$ cat src/rtl/romulus_ise_mc.sv
// Multi-cycle Romulus/SKINNY ISE unit: round step through a byte-serial S-box,
// plus single-cycle round-constant and tweakey-update helpers, per 32-bit lane.
module romulus_ise_mc #(
    parameter int unsigned XLEN           = 32,
    parameter int unsigned SBOX_PER_CYCLE = 1
) (
    input  logic            clk,
    input  logic            rst,
    input  logic            req_valid,
    output logic            req_ready,
    input  logic [XLEN-1:0] rs1,
    input  logic [XLEN-1:0] rs2,
    input  logic [2:0]      imm,
    input  logic            op_rstep,
    input  logic            op_rc_upd,
    input  logic            op_rc_use_0,
    input  logic            op_rc_use_1,
    input  logic            op_tk_upd_0,
    input  logic            op_tk_upd_1,
    output logic            rsp_valid,
    input  logic            rsp_ready,
    output logic [XLEN-1:0] rd
);

    localparam int unsigned LANES  = XLEN / 32;
    localparam int unsigned NBYTES = XLEN / 8;
    localparam int unsigned NSTEPS = NBYTES / SBOX_PER_CYCLE;
    localparam int unsigned CW     = $clog2(NSTEPS + 1);

    typedef enum logic [1:0] {StIdle, StSbox, StFin, StResp} state_e;

    state_e          state_q, state_d;
    logic [CW-1:0]   cnt_q, cnt_d;
    logic [XLEN-1:0] sw_q, sw_d;
    logic [XLEN-1:0] rs2_q, rs2_d;
    logic [2:0]      imm_q, imm_d;
    logic [XLEN-1:0] rd_q, rd_d;
    logic [XLEN-1:0] direct;
    logic [5:0]      ops;

    function automatic logic [7:0] sbox8(input logic [7:0] x);
        logic [7:0] b;
        b = x;
        for (int r = 0; r < 4; r++) begin
            b[0] = b[0] ^ ~(b[2] | b[3]);
            b[4] = b[4] ^ ~(b[6] | b[7]);
            if (r < 3) b = {b[2], b[1], b[7], b[6], b[4], b[0], b[3], b[5]};
            else       b = {b[7], b[6], b[5], b[4], b[3], b[1], b[2], b[0]};
        end
        return b;
    endfunction

    function automatic logic [31:0] fin_lane(input logic [31:0] sr, input logic [31:0] k,
                                             input logic [2:0] im);
        logic [31:0] r;
        if (im == 3'd2)      r = sr ^ 32'h0000_0002;
        else if (im == 3'd3) r = sr;
        else                 r = sr ^ k;
        case (im)
            3'd1:    return {r[23:0], r[31:24]};
            3'd2:    return {r[15:0], r[31:16]};
            3'd3:    return {r[7:0], r[31:8]};
            default: return r;
        endcase
    endfunction

    function automatic logic [31:0] tk_lane(input logic [31:0] tt, input logic [2:0] im);
        logic [31:0] r;
        r = '0;
        for (int k = 0; k < 4; k++) begin
            case (im)
                3'd1:    r[8*k +: 8] = tt[8*k +: 8];
                3'd2:    r[8*k +: 8] = {tt[8*k +: 7], tt[8*k+7] ^ tt[8*k+5]};
                3'd3:    r[8*k +: 8] = {tt[8*k+6] ^ tt[8*k], tt[8*k+1 +: 7]};
                default: r[8*k +: 8] = 8'h00;
            endcase
        end
        return r;
    endfunction

    assign ops = {op_rstep, op_rc_upd, op_rc_use_0, op_rc_use_1, op_tk_upd_0, op_tk_upd_1};

    // Single-cycle ops; anything not exactly one-hot (incl. rstep mixed with others) yields 0.
    always_comb begin
        logic [31:0] a, b;
        direct = '0;
        for (int l = 0; l < LANES; l++) begin
            a = rs1[32*l +: 32];
            b = rs2[32*l +: 32];
            case (ops)
                6'b010000: direct[32*l +: 32] = (l == 0) ?
                               {24'h0, 2'b00, a[4:0], a[5] ^ a[4] ^ 1'b1} : 32'h0;
                6'b001000: direct[32*l +: 32] = {b[31:4], b[3:0] ^ a[3:0]};
                6'b000100: direct[32*l +: 32] = {b[31:2], b[1:0] ^ a[5:4]};
                6'b000010: direct[32*l +: 32] =
                               tk_lane({b[15:8], a[7:0], b[31:24], a[15:8]}, imm);
                6'b000001: direct[32*l +: 32] =
                               tk_lane({a[31:24], b[7:0], b[23:16], a[23:16]}, imm);
                default:   direct[32*l +: 32] = 32'h0;
            endcase
        end
    end

    always_comb begin
        state_d   = state_q;
        cnt_d     = cnt_q;
        sw_d      = sw_q;
        rs2_d     = rs2_q;
        imm_d     = imm_q;
        rd_d      = rd_q;
        req_ready = (state_q == StIdle);
        rsp_valid = (state_q == StResp);
        case (state_q)
            StIdle: begin
                if (req_valid) begin
                    rs2_d = rs2;
                    imm_d = imm;
                    if (ops == 6'b100000) begin
                        sw_d    = rs1;
                        cnt_d   = '0;
                        state_d = StSbox;
                    end else begin
                        rd_d    = direct;
                        state_d = StResp;
                    end
                end
            end
            StSbox: begin
                for (int i = 0; i < NBYTES; i++) begin
                    if (i / SBOX_PER_CYCLE == int'(cnt_q)) sw_d[8*i +: 8] = sbox8(sw_q[8*i +: 8]);
                end
                if (cnt_q == CW'(NSTEPS - 1)) begin
                    cnt_d   = '0;
                    state_d = StFin;
                end else begin
                    cnt_d = cnt_q + 1'b1;
                end
            end
            StFin: begin
                for (int l = 0; l < LANES; l++) begin
                    rd_d[32*l +: 32] = fin_lane(sw_q[32*l +: 32], rs2_q[32*l +: 32], imm_q);
                end
                state_d = StResp;
            end
            StResp: begin
                if (rsp_ready) state_d = StIdle;
            end
            default: state_d = StIdle;
        endcase
    end

    always_ff @(posedge clk) begin
        if (rst) begin
            state_q <= StIdle;
            cnt_q   <= '0;
            sw_q    <= '0;
            rs2_q   <= '0;
            imm_q   <= '0;
            rd_q    <= '0;
        end else begin
            state_q <= state_d;
            cnt_q   <= cnt_d;
            sw_q    <= sw_d;
            rs2_q   <= rs2_d;
            imm_q   <= imm_d;
            rd_q    <= rd_d;
        end
    end

    assign rd = rd_q;

endmodule

$ cat config.mk
export PLATFORM = sky130hd
export DESIGN_NAME = romulus_ise_mc
export DESIGN_NICKNAME = d
export VERILOG_FILES = /design/src/rtl/romulus_ise_mc.sv
export SDC_FILE = /design/constraint.sdc
export NUM_CORES = 1
export LEC_CHECK = 0
export BUFFER_PORTS_ARGS = -buffer_cell sky130_fd_sc_hd__buf_4
export CAP_MARGIN = 25
export CORE_MARGIN = 4
export CORE_UTILIZATION = 50
export DETAILED_ROUTE_END_ITERATION = 8
export HOLD_SLACK_MARGIN = 0.02
export MAX_ROUTING_LAYER = met4
export PLACE_DENSITY = 0.77
export SLEW_MARGIN = 5
export SYNTH_ARGS = -nofsm -noshare
export SYNTH_HDL_FRONTEND = slang
export SYNTH_SLANG_ARGS = --single-unit
$ cat constraint.sdc
create_clock -name clk -period 3.8 [get_ports clk]
set_input_delay 1.14 -clock clk [delete_from_list [all_inputs] [get_ports clk]]
set_output_delay 1.14 -clock clk [all_outputs]
set_load 0.01 [all_outputs]
==> results by group, run 1 <==
Power and ir drop
  • Clk network pwr share: 16.8%
  • Leakage power: 4.04 nW
  • P_int: 0.00318 W
  • Seq pwr share: 31.7%
  • Sw frac: 45.7%
  • Power share of the combinational group: 51.4%
  • Max VDD drop: 0.000459 V
  • PwrDens: 578 mW/mm^2
  • Net Switching: 0.00267 W

Route
  • Remaining DRCs: 0
  • Final wirelength: 34000 um
  • Number of detailed-route iterations in the first pass: 6
  • Vias/cell: 6.69
  • Vias post-DR: 10100
  • DR iter-0 viols: 1437
  • DRT antenna net count: 0
  • WL/cell: 22.5 um

Die
  • Core ar.: 0.0175 sq mm
  • # rows: 48
  • Die width: 142 um
  • DIE HEIGHT: 142 um
  • Initial core utilization: 51.4%
  • Die area: 0.0202 sq mm
  • # IOs: 111

Synth
  • EDFF count, synth: 0
  • Avg Cell Area, Syn: 7.13 sq um
  • Net Count, Synth: 1345
  • Ys flop type: dfxtp_1
  • Yosys cell types: 66
  • Synth Register Bits: 104
  • Synth Warn #: 0
  • Synth Cell Area: 0.00899 sq mm
  • Seq/Total Area, Yosys: 23.2%
  • Ys async rst share: 0%
  • Mapped Cells: 1260

Global route
  • Vias in the first global route: 8788
  • Grt total ovfl: 0
  • First-pass GRT wire length: 51700 um
  • Largest net degree at the start of global routing: 77
  • Initial antenna violation count: 0
  • GRT Overall Usage: 33.8%

CTS
  • Skew-Pair Late Insertion Delay: 0.36 ns
  • Deepest clock path buffer count: 2
  • Root cell of the clock tree: clkbuf_16
  • CTS buffer count: 9
  • CTS-repair resized insts: 0
  • # hold bufs at CTS: 0
  • CTS tree: done
  • H-tree Lvls: 3
  • Post-CTS setup repair buffer count: 0
  • Worst-path clk slew: 0.08 ns
  • # clock sinks: 104

Timing
  • Hold Vio Cnt, Final: 0
  • # setup viols final: 0
  • Normalized max-slew margin: 38.1%
  • Slew Limit Fails: 0
  • Setup Skew: 0.0111 ns
  • RSZ-0062 raised after global routing: false
  • Setup TNS: 0 ns
  • Fmax: 337 MHz
  • Final worst path period need: 2.97 ns
  • Tcrit/Tclk final: 78.0%
  • Least-Margin Pin Slew: 0.928 ns

Critical path
  • Max FO, Critical Path: 14
  • WP data arrival: 3.21 ns
  • CP Class: primary input to flip-flop
  • Worst Setup End Kind: flip-flop
  • R2r setup slk: 1.06 ns
  • Critical Path RT: 4.05 ns
  • Startpoint types: primary input

Finish
  • Number of fill cells in the layout: 1606
  • Layout cells sized above 1: 16.1%
  • Area delta synth->final: 12.7%
  • # diodes: 0
  • Final Util: 57.9%
  • Final nets: 1363
  • Most frequent cells in the layout: 160 x nand2_1, 135 x buf_4, 134 x a21oi_1
  • Most common cell after layout, fill and taps aside: nand2_1

Placement
  • HPWL after detailed placement: 24800 um
  • Final Wtd Congestion: 1.03
  • Port Buffers: 110

Hold path
  • Hold Crit Class: flip-flop to flip-flop

Flow run
  • Maxcap violations: 0

Outcome
  • Outcome: finished clean
-- cell families after synthesis --
kind of cell	share of synthesized area [%]
AND/OR/NAND/NOR	22.6
multiplexers	7.92
XOR/XNOR	7.50
flip-flops	23.2
buffers and inverters	7.14
adder cells (fa/ha/maj)	1.11
AO/OA/AOI/OAI	30.6
-- worst paths after layout --
check,from,to,depth (start not counted)
worst min register to register,rs2_q[23],rs2_q[23],2
worst min-delay path,rs2_q[23],rs2_q[23],2
worst max register to register,state_q[0],sw_q[6],8
worst max-delay path,op_tk_upd_0,sw_q[16],7
-- cell usage after synthesis, types with 7 or more instances --
| cell type | instances | area [sq um] |
|---|---|---|
| ha_1 | 8 | 100 |
| a211oi_1 | 23 | 173 |
| dfxtp_1 | 104 | 2080 |
| a211o_1 | 7 | 61.3 |
| o211a_1 | 11 | 110 |
| a22oi_1 | 23 | 173 |
| xnor2_1 | 29 | 254 |
| nor2b_1 | 9 | 56.3 |
| a21oi_1 | 134 | 671 |
| a311oi_1 | 18 | 158 |
| nor3_1 | 46 | 230 |
| o21a_1 | 8 | 60.1 |
| inv_1 | 26 | 97.6 |
| nand3_1 | 12 | 60.1 |
| xor2_1 | 48 | 420 |
| mux2_2 | 33 | 372 |
| o22ai_1 | 15 | 93.8 |
| o221ai_1 | 26 | 228 |
| clkbuf_1 | 93 | 349 |
| buf_1 | 9 | 33.8 |
| nand2_1 | 160 | 601 |
| or3_1 | 15 | 93.8 |
| a21o_1 | 7 | 52.6 |
| mux2i_1 | 34 | 340 |
| a221oi_1 | 18 | 158 |
| nor2_1 | 109 | 409 |
| a31oi_1 | 10 | 62.6 |
| nand3b_1 | 12 | 90.1 |
| o21ai_0 | 74 | 370 |
| buf_2 | 27 | 135 |
| nand2b_1 | 30 | 188 |
| a22o_1 | 13 | 114 |
-- registers in the layout, indices dropped and copies added, names as in the netlist --
signal / count
rs2_q: 32
cnt_q: 3
state_q: 2
rd: 32
imm_q: 3
sw_q: 32
-- per-layer routing --
layer,global-route usage [%],share of wire (%),vias to the layer above
li1,-,-,4598
met1,46.4,40,4680
met2,46.8,42,676
met3,7.22,12,124
met4,16.4,5.7,0
met5,-,0,-
-- per-stage QoR --
stage | setup slack (ns) | total power [W] | hold slack (ns) | cells | cell area [sq um]
2_1_floorplan | 1.08 | 0.00374 | 0.448 | 1260 | 8990
3_3_place_gp | 0.535 | 0.00472 | 0.455 | 1491 | 9800
3_5_place_dp | 0.496 | 0.00477 | 0.461 | 1491 | 9800
4_1_cts | 0.894 | 0.00575 | 0.470 | 1506 | 10100
5_1_grt | 0.753 | 0.00620 | 0.481 | 1507 | 10100
6_report | 0.835 | 0.00585 | 0.472 | 1507 | 10100
-- critical path, stage by stage --
cell and delay, ns:
buf_4 0.14, nor4_2 0.44, a41oi_1 0.39, a21o_1 0.42, a22oi_1 0.24, nor2_1 0.06, or3_1 0.38
-- area by class of cell --
| type | count | area, sq um | share of cell area (%) |
|---|---|---|---|
| Sequential cell | 104 | 2080 | 20.6 |
| Inverter | 27 | 101 | 1.00 |
| Tap cell | 225 | 282 | 2.78 |
| Timing Repair Buffer | 138 | 1070 | 10.6 |
| Clock inverter | 4 | 52.6 | 0.519 |
| Clock buffer | 11 | 253 | 2.50 |
| Multi-Input combinational cell | 998 | 6280 | 62.0 |
-- power groups by stage --
stage	sequential, W	combinational [W]	clock (W)
floorplan	0.00163	0.00211	0
global placement	0.00185	0.00286	0
detailed placement	0.00186	0.00291	0
CTS	0.00184	0.00293	0.000985
global route	0.00188	0.00328	0.00103
finish	0.00186	0.00301	0.000984
Power figures use the tool's default switching activity.
==> run 2, diff against run 1 <==
--- a/config.mk
+++ b/config.mk
@@ -12,7 +12,7 @@
 export DETAILED_ROUTE_END_ITERATION = 8
 export HOLD_SLACK_MARGIN = 0.02
 export MAX_ROUTING_LAYER = met4
-export PLACE_DENSITY = 0.77
+export PLACE_DENSITY = 0.8
 export SLEW_MARGIN = 5
 export SYNTH_ARGS = -nofsm -noshare
 export SYNTH_HDL_FRONTEND = slang
==> constraint.sdc (replaced) <==
create_clock -name clk -period 2.6 [get_ports clk]
set_input_delay 0.78 -clock clk [delete_from_list [all_inputs] [get_ports clk]]
set_output_delay 0.78 -clock clk [all_outputs]
set_load 0.01 [all_outputs]
==> results by group, run 2 (synthesis results as in run 1) <==
Outcome
  • Outcome: finished clean

CTS
  • H-tree Lvls: 3 (unchanged)
  • # hold bufs at CTS: 0 (unchanged)
  • CTS buffer count: 9 (unchanged)
  • Deepest clock path buffer count: 2 (unchanged)
  • Skew-Pair Late Insertion Delay: 0.36 ns (about the same)
  • Root cell of the clock tree: clkbuf_16
  • CTS-repair resized insts: 0 (unchanged)
  • Worst-path clk slew: 0.08 ns (about the same)
  • CTS tree: done
  • # clock sinks: 104 (unchanged)
  • Post-CTS setup repair buffer count: 0 (unchanged)

Flow run
  • Maxcap violations: 0 (unchanged)

Power and ir drop
  • Final Power: 0.00864 W (+48%)
  • Leakage power: 4.32 nW (+7.0%)
  • Max VDD drop: 0.000615 V (+34%)
  • PwrDens: 817 mW/mm^2 (+41%)

Die
  • Core ar.: 0.0175 sq mm (unchanged)
  • # IOs: 111 (unchanged)
  • Initial core utilization: 51.4% (unchanged)
  • Die width: 142 um (unchanged)
  • DIE HEIGHT: 142 um (unchanged)
  • Die area: 0.0202 sq mm (unchanged)
  • # rows: 48 (unchanged)

Timing
  • Fmax: 405 MHz
  • Slew Limit Fails: 0 (unchanged)
  • Least-Margin Pin Slew: 0.673 ns (-0.255 ns)
  • Hold Vio Cnt, Final: 0 (unchanged)
  • RSZ-0062 raised after global routing: false
  • Final WS setup: 0.132 ns (-0.703 ns)
  • Final worst path period need: 2.47 ns
  • Tcrit/Tclk final: 94.9%
  • Normalized max-slew margin: 55.0% (+17 points)
  • # setup viols final: 0 (unchanged)
  • Setup Skew: 0.0128 ns (+0.00172 ns)

Placement
  • Post-Place Setup Slack: -0.0796 ns (-0.576 ns)
  • Placement Cell Area: 0.0103 sq mm (+5.2%)
  • HPWL after detailed placement: 26600 um (+7.0%)
  • Port Buffers: 110 (unchanged)
  • Final Wtd Congestion: 1.02 (-1.7%)

Route
  • Vias post-DR: 10400 (+3.0%)
  • DRT antenna net count: 0 (unchanged)
  • Number of detailed-route iterations in the first pass: 8 (+2)
  • Vias/cell: 6.62 (-1.0%)
  • DR iter-0 viols: 1652 (+15%)
  • WL/cell: 22.3 um (-1.2%)
  • Remaining DRCs: 0 (unchanged)
  • Final wirelength: 34900 um (+2.8%)

Finish
  • Most common cell after layout, fill and taps aside: buf_4
  • Number of fill cells in the layout: 1637 (+1.9%)
  • Design area: 0.0106 sq mm (+4.5%)
  • Layout cells sized above 1: 19.7% (+3.7 points)
  • Final nets: 1423 (+4.4%)
  • Area delta synth->final: 17.8%
  • Most frequent cells in the layout: 192 x buf_4, 160 x nand2_1, 134 x a21oi_1

Hold path
  • Hold Crit Class: flip-flop to flip-flop

Global route
  • First-pass GRT wire length: 53700 um (+3.7%)
  • Grt total ovfl: 0 (unchanged)
  • Vias in the first global route: 9311 (+6.0%)
  • Largest net degree at the start of global routing: 64 (-17%)
  • GRT Overall Usage: 35.1% (+1.4 points)
  • Initial antenna violation count: 1 (+1)

Critical path
  • Worst Setup End Kind: flip-flop
  • Critical Path RT: 2.82 ns (-1.23 ns)
  • CP Class: flip-flop to flip-flop
  • Startpoint types: flip-flop
  • Max FO, Critical Path: 9 (-5)
  • R2r setup slk: 0.13 ns (-0.93 ns)
  • WP data arrival: 2.69 ns (-0.52 ns)
## run 2: cell types whose count changed in the layout (fill, tap and decap cells not counted), sizes merged
cell      change
bufinv        -1
clkbuf        -1
clkinvlp      +2
diode         +1
buf          +60
## run 2: worst max-delay path, cell delays in order (launching register included)
cell,delay (ns)
dfxtp_1,0.41
inv_1,0.09
ha_1,0.22
and2_1,0.15
a41oi_1,0.37
buf_4,0.24
a21oi_1,0.09
a31o_2,0.30
a2111oi_0,0.46
## run 2: metal layers
layer / track usage [%] / vias to the layer above / routed length [um]
met5: - / - / 0
li1: - / 4720 / -
met1: 48.8 / 4877 / 14300
met4: 13.8 / 0 / 1640
met3: 5.68 / 116 / 3990
met2: 51.0 / 668 / 15000
## run 2: metrics by stage
stage          hold slack (ns)  utilization (%)  TNS [ns]  instances
6_report                 0.470             60.5         0       1568
5_1_grt                  0.490             60.5         0       1568
4_1_cts                  0.469             60.5         0       1567
3_5_place_dp             0.460             59.0    -0.311       1552
3_3_place_gp             0.455             59.0    -0.127       1552
2_1_floorplan            0.448                -         0       1260
## run 2: power by group
part           leakage [nW]  internal, W  switching, W
registers             0.851      0.00203      0.000530
logic                  3.34      0.00196       0.00281
clock network         0.127     0.000656      0.000662
## run 2: path summary, 6_finish.rpt
check / endpoint / from / depth (start not counted)
max reg2reg: sw_q[6] / state_q[0] / 8
min: rs2_q[10] / rs2_q[10] / 2
min reg2reg: rs2_q[10] / rs2_q[10] / 2
max: sw_q[6] / state_q[0] / 8
## run 2: cell type report
class | instances | area (sq um) | area share, %
diodes | 1 | 2.50 | 0.0236
clock buffers | 10 | 229 | 2.16
clock inverters | 5 | 43.8 | 0.414
inverters | 27 | 101 | 0.958
multi-input cells | 998 | 6280 | 59.3
flip-flops and latches | 104 | 2080 | 19.7
well taps | 225 | 282 | 2.66
repair buffers | 198 | 1560 | 14.8
